==> config.mk <==
export PLATFORM = sky130hd
export DESIGN_NAME = msg_rx_buf
export DESIGN_NICKNAME = d
export VERILOG_FILES = /design/src/rtl/t10_msg_pkg.sv /design/src/rtl/msg_rx_fifo_mem.sv /design/src/rtl/msg_rx_buf.sv
export SDC_FILE = /design/constraint.sdc
export NUM_CORES = 1
export LEC_CHECK = 0
export BUFFER_PORTS_ARGS = -buffer_cell sky130_fd_sc_hd__clkbuf_2
export CAP_MARGIN = 15
export CORE_MARGIN = 5
export CORE_UTILIZATION = 50
export DETAILED_ROUTE_END_ITERATION = 8
export GPL_ROUTABILITY_DRIVEN = 0
export GPL_TIMING_DRIVEN = 0
export PLACE_DENSITY = 0.7
export SYNTH_ARGS = -nofsm -noshare
export SYNTH_HDL_FRONTEND = slang
export SYNTH_SLANG_ARGS = --single-unit
==> constraint.sdc <==
create_clock -name clk -period 4 [get_ports clk]
set_clock_uncertainty 0.2 [all_clocks]
set_input_delay 0.4 -clock clk [delete_from_list [all_inputs] [get_ports clk]]
set_output_delay 0.4 -clock clk [all_outputs]
set_load 0.01 [all_outputs]
==> src/rtl/t10_msg_pkg.sv <==
// Shared message-path definitions: occupancy state encoding and default
// buffer depth, used by both the receive and transmit buffers.
package t10_msg_pkg;

   // Buffer occupancy as seen by the control FSM
   typedef enum logic [1:0] {
      ST_EMPTY = 2'd0,
      ST_AVAIL = 2'd1,
      ST_FULL  = 2'd2
   } occ_state_t;

   localparam int MSG_DEPTH_DEF = 4;

endpackage

==> src/rtl/msg_rx_fifo_mem.sv <==
// Receive FIFO storage: one write port and an asynchronous head read.
// Pointers wrap naturally because DEPTH is a power of two.
module msg_rx_fifo_mem
   import t10_msg_pkg::*;
#(
   parameter int DEPTH = MSG_DEPTH_DEF
) (
   input  logic       clk,
   input  logic       rst,
   input  logic       wr_en,
   input  logic [7:0] wr_data,
   input  logic       rd_en,
   output logic [7:0] head
);

   localparam int PW = (DEPTH > 1) ? $clog2(DEPTH) : 1;
   localparam logic [PW-1:0] PTR_ONE = PW'(1);

   logic [7:0]    mem [DEPTH];
   logic [PW-1:0] wr_ptr;
   logic [PW-1:0] rd_ptr;

   // Pointer advance; reset discards any buffered bytes
   always_ff @(posedge clk or posedge rst) begin
      if (rst) begin
         wr_ptr <= '0;
         rd_ptr <= '0;
      end else begin
         if (wr_en) wr_ptr <= wr_ptr + PTR_ONE;
         if (rd_en) rd_ptr <= rd_ptr + PTR_ONE;
      end
   end

   // Storage write; contents are don't-care until written
   always_ff @(posedge clk) begin
      if (wr_en) mem[wr_ptr] <= wr_data;
   end

   assign head = mem[rd_ptr];

endmodule

==> src/rtl/msg_rx_buf.sv <==
// Receive message buffer: FWFT FIFO between the serial receiver and the
// message consumer, with sticky overflow/error flags and an accept LED pulse.
// Optional feature: define MSG_RX_DROP_CNT_EN to add an 8-bit saturating
// drop_cnt output counting bytes dropped for overflow or receive error.
module msg_rx_buf
   import t10_msg_pkg::*;
#(
   parameter int DEPTH = MSG_DEPTH_DEF
) (
   input  logic                     clk,
   input  logic                     rst,
   input  logic [7:0]               rx_byte,
   input  logic                     rx_valid,
   input  logic                     rx_err,
   input  logic                     msg_ack,
   input  logic                     err_clr,
   output logic [7:0]               msg_byte,
   output logic                     msg_valid,
   output logic                     green,
   output logic                     ovf,
   output logic                     err,
`ifdef MSG_RX_DROP_CNT_EN
   output logic [7:0]               drop_cnt,
`endif
   output logic [$clog2(DEPTH):0]   count
);

   localparam int CW = $clog2(DEPTH) + 1;
   localparam logic [CW-1:0] CNT_ONE  = CW'(1);
   localparam logic [CW-1:0] CNT_FULL = CW'(DEPTH);

   occ_state_t    state;
   logic [CW-1:0] count_nxt;
   logic [7:0]    head;
   logic          push;
   logic          pop;
   logic          drop_full;
   logic          drop_err;

   // A pop in the same cycle frees a slot, so FULL can still accept
   assign msg_valid = (state != ST_EMPTY);
   assign pop       = msg_ack && msg_valid;
   assign push      = rx_valid && !rx_err && ((state != ST_FULL) || pop);
   assign drop_full = rx_valid && !rx_err && (state == ST_FULL) && !pop;
   assign drop_err  = rx_valid && rx_err;

   assign msg_byte  = msg_valid ? head : 8'h00;

   // Next occupancy from this cycle's push/pop
   always_comb begin
      count_nxt = count;
      case ({push, pop})
         2'b10:   count_nxt = count + CNT_ONE;
         2'b01:   count_nxt = count - CNT_ONE;
         default: count_nxt = count;
      endcase
   end

   // Occupancy FSM, accept pulse and sticky flags (set wins over clear)
   always_ff @(posedge clk or posedge rst) begin
      if (rst) begin
         state <= ST_EMPTY;
         count <= '0;
         green <= 1'b0;
         ovf   <= 1'b0;
         err   <= 1'b0;
      end else begin
         count <= count_nxt;
         green <= push;
         if (count_nxt == '0)
            state <= ST_EMPTY;
         else if (count_nxt == CNT_FULL)
            state <= ST_FULL;
         else
            state <= ST_AVAIL;

         if (drop_full)    ovf <= 1'b1;
         else if (err_clr) ovf <= 1'b0;

         if (drop_err)     err <= 1'b1;
         else if (err_clr) err <= 1'b0;
      end
   end

`ifdef MSG_RX_DROP_CNT_EN
   logic dropped;
   assign dropped = drop_full || drop_err;

   // Saturating drop counter; a drop in the clearing cycle counts as one
   always_ff @(posedge clk or posedge rst) begin
      if (rst)
         drop_cnt <= 8'h00;
      else if (err_clr)
         drop_cnt <= dropped ? 8'h01 : 8'h00;
      else if (dropped && drop_cnt != 8'hFF)
         drop_cnt <= drop_cnt + 8'h01;
   end
`endif

   msg_rx_fifo_mem #(.DEPTH(DEPTH)) u_mem (
      .clk     (clk),
      .rst     (rst),
      .wr_en   (push),
      .wr_data (rx_byte),
      .rd_en   (pop),
      .head    (head)
   );

endmodule
==> PnR_summary.wiki <==
{| class="wikitable"
! Metric !! Value
|-
| Critical-path maximum fanout || 10
|-
| Die Wd || 70.9 um
|-
| Worst-skew pair later-pin latency || 0.29 ns
|-
| Fraction of synthesis flops using an asynchronous set or reset pin || 27.3%
|-
| Number of diodes added for antenna fixing || 0
|-
| Synth-to-Final Area Change || 18.2%
|-
| Setup total negative slack || 0 ns
|-
| Maximum number of pins on one net before global-route repair || 15
|-
| Final Hold Slack || 0.106 ns
|-
| Class of the most critical setup path || flip-flop to flip-flop
|-
| Number of vias per cell || 5.18
|-
| Total Wirelength || 3050 um
|-
| Netlist cell types || 28
|-
| Violation count after the first detailed-routing iteration || 56
|-
| Final Instance Count excl. Fillers || 198
|-
| Number of nets in the synthesized netlist || 133
|-
| HPWL reported at the end of detailed placement || 2150 um
|-
| Most frequent cells in the layout || edfxtp_1 (32), clkbuf_2 (27), and2_1 (13), dfrtp_1 (12), mux4_2 (8)
|-
| Setup violation total in the final timing report || 0
|-
| Yosys warns || 0
|-
| Count of boundary I/O pins || 29
|-
| Per-instance average area after synthesis || 16.3 sq um
|-
| Max-cap check violation count || 0
|-
| Number of H-tree levels || 2
|-
| Flip-flop cell with the highest count after synthesis || edfxtp_1
|-
| Antenna Nets Post-Route || 0
|-
| Slew at the pin closest to its max-slew limit || 0.576 ns
|-
| Peak supply drop || 0.338 mV
|-
| Core utilization of the finished layout || 60.3%
|-
| Wire length of the first global-routing pass || 4920 um
|-
| Period utilization || 63.2%
|-
| Required time reported for the critical path endpoint || 3.98 ns
|-
| Total power consumption of the routed design || 1.50 mW
|-
| Class of the worst hold path || input port to flip-flop
|-
| Met3 layer usage reported by global route || 5.54%
|-
| Commonest non-fill, non-tap cell in the layout || edfxtp_1
|-
| Result of the run || finished clean
|-
| Floorplan die height || 70.9 um
|-
| Initial Util || 51.0%
|-
| Critical path, cell by cell || or2_1 > buf_6 > clkbuf_1 > nand3_1 > fa_1 > and4_4 > or3_1 > o211a_1
|-
| Total gr overflow || 0
|-
| Critical path endpoint category || flip-flop
|-
| Final count of hold timing violations || 0
|-
| CP max stage cell || fa_1
|-
| Power per standard cell area || 683 mW/mm^2
|-
| Floorplan die area || 0.00503 sq mm
|-
| RSZ-0062 raised after global routing || no
|-
| Met2 GRT Util || 21.2%
|-
| Number of CTS-inserted buffers || 5
|-
| Floorplan row count || 22
|-
| Core region area || 0.00363 sq mm
|-
| Netlist area before placement || 0.00185 sq mm
|-
| Fraction of final layout cells with drive strength greater than 1 || 30.7%
|-
| Average routed wire per standard cell || 15.4 um
|-
| Cell count after synthesis || 114
|-
| Sequential fraction of the synthesis area || 68.0%
|-
| Sink Count || 44
|-
| Relative slew slack || 61.6%
|-
| Internal reg-to-reg setup slack || 1.47 ns
|-
| Fillers || 299
|-
| Buffers inserted by post-CTS timing repair || 0
|-
| CTS tree || done
|-
| Cell total after placement || 189
|-
| Max frequency || 0.395 GHz
|-
| Number of register bits inferred by synthesis || 44
|-
| Net count, final || 168
|-
| Root Buffer || clkbuf_8
|-
| Number of enable flip-flop cells after synthesis || 32
|-
| First-pass DRT Iterations || 4
|-
| CTS clock-pin slew for the worst setup and hold paths || 0.08 ns
|-
| Number of global-route vias before repair || 1059
|-
| Met1 track demand over resource in global routing || 15.4%
|-
| Vias after detailed routing || 1026
|-
| Post-layout minimum cycle time || 2.53 ns
|-
| Number of antenna violations at the first check in global routing || 0
|-
| Arrival time of data at the critical path endpoint || 2.51 ns
|-
| Final-report max-slew violation count || 0
|-
| Static Leakage || 0.872 nW
|-
| DRC viols || 0
|-
| Number of buffers between clock root and the deepest sink || 2
|-
| IO Port Bufs || 27
|-
| Delay of the slowest critical-path stage || 0.42 ns
|-
| GRT busiest layer || met2
|-
| Kind of launch point of the worst setup path || flip-flop
|-
| Overall fraction of global-route tracks in use || 13.2%
|}
==> cell type report <==
class                      count  area [sq um]  area share, %
multi-input combinational     58           539           24.6
tap                           48          60.1           2.74
inverter                       7          26.3           1.20
clock inverter                 2          60.1           2.74
clock buffer                   6          72.6           3.31
timing repair buffer          28           145           6.62
buffer                         5          27.5           1.26
sequential                    44          1260           57.5
==> kinds of logic after synthesis <==
kind of cell             Yosys count  share of synthesized area (%)
multiplexers                       9                           10.3
AO/OA/AOI/OAI                     10                           3.91
XOR/XNOR                           4                           1.89
AND/OR/NAND/NOR                   30                           9.24
adder cells (fa/ha/maj)            5                           3.78
flip-flops                        44                           68.0
buffers and inverters             12                           2.90
==> routing by layer <==
metal  share of wire, %  routed length (um)
met1                 38                1160
met2                 51                1560
met3                8.6                 261
met4                1.9                  57
met5                  0                   0
==> flip-flops by register name, summed over array words and instances (netlist names) <==
register / flops
count: 3
u_mem.wr_ptr: 2
err: 1
ovf: 1
state: 2
green: 1
u_mem.mem: 32
u_mem.rd_ptr: 2
==> critical path, delay by kind of cell (launching register included) <==
kind            cells  cell delay (ns)
compound gates      1             0.15
fa+ha+maj           1             0.42
flops               1             0.38
buf+inv             2             0.45
simple gates        4             0.80
==> metrics by stage <==
step / worst slack [ns] / instance area, sq um
after CTS: 1.42 / 2190
after floorplan: 1.71 / 1850
after global placement: 1.52 / 2050
final: 1.47 / 2190
after detailed placement: 1.44 / 2050
after global routing: 1.30 / 2190
==> repair_timing <==
| item | in CTS | in global routing |
|---|---|---|
| hold buffers | 1 | 0 |
| gates resized for setup | 0 | 0 |
| hold endpoints to repair | 12 | 0 |
==> path summary, 6_finish.rpt <==
kind,cells past startpoint,from,end
worst max-delay path,8,state[0],state[1]
worst min-delay path,2,err_clr,err
worst max register to register,8,state[0],state[1]
worst min register to register,2,ovf,ovf
max in group asynchronous,3,rst,count[1]
min in group asynchronous,3,rst,err
==> Yosys cell counts (2+ instances only) <==
| library cell | instances | area share, % |
|---|---|---|
| edfxtp_1 | 32 | 52 |
| and2_1 | 13 | 4.4 |
| dfrtp_1 | 12 | 16 |
| mux4_2 | 8 | 9.7 |
| inv_1 | 7 | 1.4 |
| nand2_1 | 5 | 1.0 |
| ha_1 | 4 | 2.7 |
| xnor2_1 | 4 | 1.9 |
| clkbuf_1 | 3 | 0.61 |
| nor2_1 | 3 | 0.61 |
| o21ai_0 | 3 | 0.81 |
| nand3_1 | 2 | 0.54 |
| o211a_1 | 2 | 1.1 |
| or2b_1 | 2 | 0.81 |
==> where the power goes <==
group / switching (mW) / internal, mW / total [mW]
Combinational: 0.259 / 0.245 / 0.504
Clock: 0.140 / 0.249 / 0.390
Sequential: 0.0328 / 0.571 / 0.604
(Power assumes the default switching activity.)
